[config.mk]
export PLATFORM = sky130hd
export DESIGN_NAME = shift_add_multiplier_flat
export DESIGN_NICKNAME = d
export VERILOG_FILES = /design/src/rtl/shift_add_multiplier_if.sv /design/src/rtl/shift_add_multiplier.sv /design/src/flat_wrapper.sv
export SDC_FILE = /design/constraint.sdc
export NUM_CORES = 1
export LEC_CHECK = 0
export BUFFER_PORTS_ARGS = -buffer_cell sky130_fd_sc_hd__buf_2
export CAP_MARGIN = 10
export CORE_MARGIN = 5
export CORE_UTILIZATION = 55
export DETAILED_ROUTE_END_ITERATION = 7
export PLACE_DENSITY_LB_ADDON = 0.12
export SLEW_MARGIN = 20
export SYNTH_ARGS = -nofsm -noshare
export SYNTH_HDL_FRONTEND = slang
export SYNTH_SLANG_ARGS = --single-unit
[constraint.sdc]
create_clock -name clk -period 4.8 [get_ports clk]
set_input_delay 0.96 -clock clk [delete_from_list [all_inputs] [get_ports clk]]
set_output_delay 0.96 -clock clk [all_outputs]
set_load 0.1 [all_outputs]
[src/rtl/shift_add_multiplier_if.sv]
// shift_add_multiplier_if
// Handshake and data bundle for the shift-and-add multiplier.
//   start   : request a new multiplication (honoured only when the unit is idle)
//   sgn     : 1 = two's-complement operands, 0 = unsigned; sampled with start
//   data_in : operand A in the start cycle, operand B in the following cycle
//   busy    : high while operand B is loaded and while the product is computed
//   done    : one-cycle pulse when result has just been updated
//   result  : registered 2*WIDTH-bit product, held until the next completion
// The master modport is the requester, the slave modport is the multiplier.
interface shift_add_multiplier_if #(
  parameter int WIDTH = 8
);
  logic                   start;
  logic                   sgn;
  logic [WIDTH-1:0]       data_in;
  logic                   busy;
  logic                   done;
  logic [2*WIDTH-1:0]     result;

  modport master (
    output start,
    output sgn,
    output data_in,
    input  busy,
    input  done,
    input  result
  );

  modport slave (
    input  start,
    input  sgn,
    input  data_in,
    output busy,
    output done,
    output result
  );
endinterface

[src/rtl/shift_add_multiplier.sv]
// shift_add_multiplier
// Sequential WIDTH x WIDTH multiplier using shift-and-add on operand
// magnitudes, one multiplier bit per cycle, terminating as soon as the
// remaining multiplier bits are all zero. Signed operation multiplies the
// magnitudes and negates the product when the operand signs differ.
// Ports:
//   clk : rising-edge clock
//   rst : synchronous active-high reset, aborts any operation in flight
//   bus : shift_add_multiplier_if slave modport (start/sgn/data_in in,
//         busy/done/result out)
module shift_add_multiplier #(
  parameter int WIDTH = 8
) (
  input  logic                  clk,
  input  logic                  rst,
  shift_add_multiplier_if.slave bus
);

  localparam logic [1:0] ST_IDLE  = 2'd0;
  localparam logic [1:0] ST_LOADB = 2'd1;
  localparam logic [1:0] ST_CALC  = 2'd2;
  localparam logic [1:0] ST_DONE  = 2'd3;

  logic [1:0]           state;
  logic [WIDTH-1:0]     a_reg;
  logic                 sgn_reg;
  logic                 neg;
  logic [2*WIDTH-1:0]   p;
  logic [2*WIDTH-1:0]   ms;
  logic [WIDTH-1:0]     bs;
  logic [2*WIDTH-1:0]   result_reg;
  logic [WIDTH-1:0]     mag_a;
  logic [WIDTH-1:0]     mag_b;

  // Magnitudes for the LOADB cycle. Negating the most-negative value wraps
  // back to itself, which read as unsigned is exactly its magnitude.
  always_comb begin
    mag_a = a_reg;
    mag_b = bus.data_in;
    if (sgn_reg && a_reg[WIDTH-1]) begin
      mag_a = -a_reg;
    end
    if (sgn_reg && bus.data_in[WIDTH-1]) begin
      mag_b = -bus.data_in;
    end
  end

  // Main sequencer: capture A, capture B and form magnitudes, then add and
  // shift until the multiplier register empties, then publish the product.
  always_ff @(posedge clk) begin
    if (rst) begin
      state      <= ST_IDLE;
      a_reg      <= '0;
      sgn_reg    <= 1'b0;
      neg        <= 1'b0;
      p          <= '0;
      ms         <= '0;
      bs         <= '0;
      result_reg <= '0;
    end else begin
      case (state)
        ST_IDLE: begin
          if (bus.start) begin
            a_reg   <= bus.data_in;
            sgn_reg <= bus.sgn;
            state   <= ST_LOADB;
          end
        end
        ST_LOADB: begin
          neg   <= sgn_reg & (a_reg[WIDTH-1] ^ bus.data_in[WIDTH-1]);
          p     <= '0;
          ms    <= {{WIDTH{1'b0}}, mag_a};
          bs    <= mag_b;
          state <= ST_CALC;
        end
        ST_CALC: begin
          if (bs != '0) begin
            if (bs[0]) begin
              p <= p + ms;
            end
            ms <= ms << 1;
            bs <= bs >> 1;
          end else begin
            result_reg <= neg ? -p : p;
            state      <= ST_DONE;
          end
        end
        ST_DONE: begin
          state <= ST_IDLE;
        end
        default: begin
          state <= ST_IDLE;
        end
      endcase
    end
  end

  assign bus.busy   = (state == ST_LOADB) || (state == ST_CALC);
  assign bus.done   = (state == ST_DONE);
  assign bus.result = result_reg;

endmodule

[src/flat_wrapper.sv]
// flat-port wrapper written by rule: the top's interface ports become plain ports
module shift_add_multiplier_flat 
#(
  parameter int WIDTH = 8
)
  (clk, rst, bus_start, bus_sgn, bus_data_in, bus_busy, bus_done, bus_result);
  shift_add_multiplier_if #(.WIDTH(WIDTH)) bus_i ();
  input  logic clk;
  input  logic rst;
  input wire logic [$bits(bus_i.start)-1:0] bus_start;
  input wire logic [$bits(bus_i.sgn)-1:0] bus_sgn;
  input wire logic [$bits(bus_i.data_in)-1:0] bus_data_in;
  output wire logic [$bits(bus_i.busy)-1:0] bus_busy;
  output wire logic [$bits(bus_i.done)-1:0] bus_done;
  output wire logic [$bits(bus_i.result)-1:0] bus_result;
  assign bus_i.start = bus_start;
  assign bus_i.sgn = bus_sgn;
  assign bus_i.data_in = bus_data_in;
  assign bus_busy = bus_i.busy;
  assign bus_done = bus_i.done;
  assign bus_result = bus_i.result;
  shift_add_multiplier #(.WIDTH(WIDTH)) u_core (.clk(clk), .rst(rst), .bus(bus_i));
endmodule
==> impl_metrics.yaml <==
routing:
  drt-total-wl_um: 9060
  avgRoutedWirePerCell_um: 14.6
  routed_via_density: 5.70
  first_pass_iters: 5
  drtAntennaViolNets: 0
  vias: 3532
  drcViolationCount: 0
  dr.first_iter.drc_count: 205
yosys:
  synth_cell_types: 53
  synthArstFlopShare_pct: 0
  yosys_warnings: 0
  synthesis.nets: 536
  syn_inst: 500
  syn-cell-area_um2: 4020
  synth_ff_type: "dfxtp_1"
  seq_area_frac_synth_pct: 33.9
  avgSynthCellArea_um2: 8.04
  synth_seq_cells: 68
  synth_edf_count: 0
timing:
  rsz0062_at_grt: "no"
  hold_ws_ns: 0.453
  max_freq_ghz: 0.362
  fin_crit_ns: 2.76
  max_slew_margin_pct: 33.0
  timing.setup.tns_ns: 0
  finalSetupViolations: 0
  drv_slew: 0
  max_slew.worst_pin.slew_ns: 1.00
  min_period_over_period_pct: 57.6
  skew_ns: 0.0142
  finalHoldViolCount: 0
clocking:
  cts_sinks: 68
  htreeDepth: 3
  ctsRootBufferMaster: "clkbuf_8"
  cts_max_path_buffers: 2
  cts_setup_buffers: 0
  cts_resized: 0
  cts_tree: "done"
  clkTransAtPathRegs_ns: 0.08
  ctsHoldBuffers: 0
  numCtsBuffers: 9
  clk_latency_ns: 0.35
global_routing:
  grt_use_total_pct: 22.2
  globalRoute.totalOverflow: 0
  grt_antenna_before_repair: 0
  grt_pass1_wl_um: 16100
  grt_start_max_net_pins: 41
  grt_pass1_vias: 3379
floorplan:
  io_pins: 30
  die_height_um: 95.5
  core_area_um2: 7180
  dieArea_um2: 9120
  initial_core_util_pct: 56.0
  die_w_um: 95.5
  rows: 31
setup_path:
  worst-r2r-setup-slack_ns: 2.30
  crit_cells: 3
  rr_worst_depth: 8
  critPathBufInv: 2
  timing.rr.start: "u_core.state[0]"
  crit_type: "reg -> out"
  critPathArrivalTime_ns: 1.80
  timing.critical_path.from: "u_core.state[0]"
  critPathMaxStageDelay_ns: 0.49
  path_cells: "inv_1 > ha_1 > buf_2"
  cp_top_family: "buffers and inverters"
  required_ns: 3.84
  end_kind: "output pin"
  start_kind: "register"
  critical_path.max_fanout: 11
  cp_slowest_cell: "buf_2"
layout:
  fin_util_pct: 61.4
  drive_above_1_share_pct: 11.1
  finalNetCount: 552
  syn_to_final_growth_pct: 9.65
  nFillCells: 657
  diodes: 0
hold_path:
  worstHoldPathType: "reg -> reg"
  min_path_cells: 2
  hold_start: "u_core.bus.result[8]"
pwr:
  leakage_uw: 0.00183
  ir_worst_vdd_mv: 0.279
  p_per_area_nw_per_um2: 511
placement:
  port_buffers: 29
  dpl.hpwl_um: 6740
  place_congestion: 0.879
flow_run:
  maxCapViolations: 0
run_status:
  status: "finished clean"
power breakdown:
part           internal [µW]  leakage, µW  switching, µW
combinational            227      0.00115            694
sequential               662     0.000551           81.7
clock                    359     0.000122            230
layout make-up:
class	instances	area, µm²	share of cell area (%)
clock buffer	10	138	3.12
clock inverter	6	111	2.53
inverter	14	52.6	1.19
multi-input combinational	392	2460	55.8
sequential	68	1360	30.9
tap	99	124	2.81
timing repair buffer	31	160	3.63
cells by family after synthesis:
kind of cell,after synthesis,share of synthesized area (%)
and+or+nand+nor,189,22.0
AOI/OAI and AO/OA,143,23.4
DFF,68,33.9
buffers and inverters,40,4.92
xor gates and xnor gates,29,6.32
adders and majority gates,24,7.66
muxes,7,1.74
placed cells by master, fill, tap and decap left out, types with 15 or more instances in the layout:
cell type,instances
xnor2_1,15
nor2_1,50
a21oi_1,48
a211oi_1,16
buf_2,29
nand3_1,23
dfxtp_1,68
nand2_1,68
o21ai_0,24
ha_1,23
through the flow:
step	worst slack (ns)	power [µW]	instances	area, µm²
6_report	2.04	2250	620	4410
5_1_grt	1.95	2400	620	4410
4_1_cts	2.02	2260	620	4410
3_5_place_dp	2.31	1670	604	4160
3_3_place_gp	2.44	1660	604	4160
2_1_floorplan	2.10	1530	500	4020
layer usage:
layer,vias to the layer above,routed length (µm),track usage [%]
met5,-,0,0
met4,0,155,7.35
met3,10,430,5.13
met2,69,4080,34.9
met1,1643,4380,30.0
li1,1810,-,-
worst paths after layout:
check,endpoint
setup / recovery,bus_busy
hold / removal,u_core.bus.result[8]
setup reg to reg,u_core.p[10]
hold reg to reg,u_core.bus.result[8]
synth_stat cells (7+ instances only):
library cell	n	area, µm²
nand3_1	23	115
o21ai_0	24	120
a21oi_1	48	240
nor3_1	8	40.0
inv_1	14	52.6
xnor2_1	15	131
xor2_1	14	123
and3_1	7	43.8
nor2_1	50	188
mux2i_1	7	70.1
a211oi_1	16	120
ha_1	23	288
dfxtp_1	68	1360
a22oi_1	14	105
a21o_1	10	75.1
clkbuf_1	17	63.8
nand2_1	68	255
worst min-delay path, stage by stage (launching register included):
cell	delay, ns
dfxtp_1	0.31
nand2_1	0.05
a21oi_1	0.05
(Power assumes the default switching activity.)
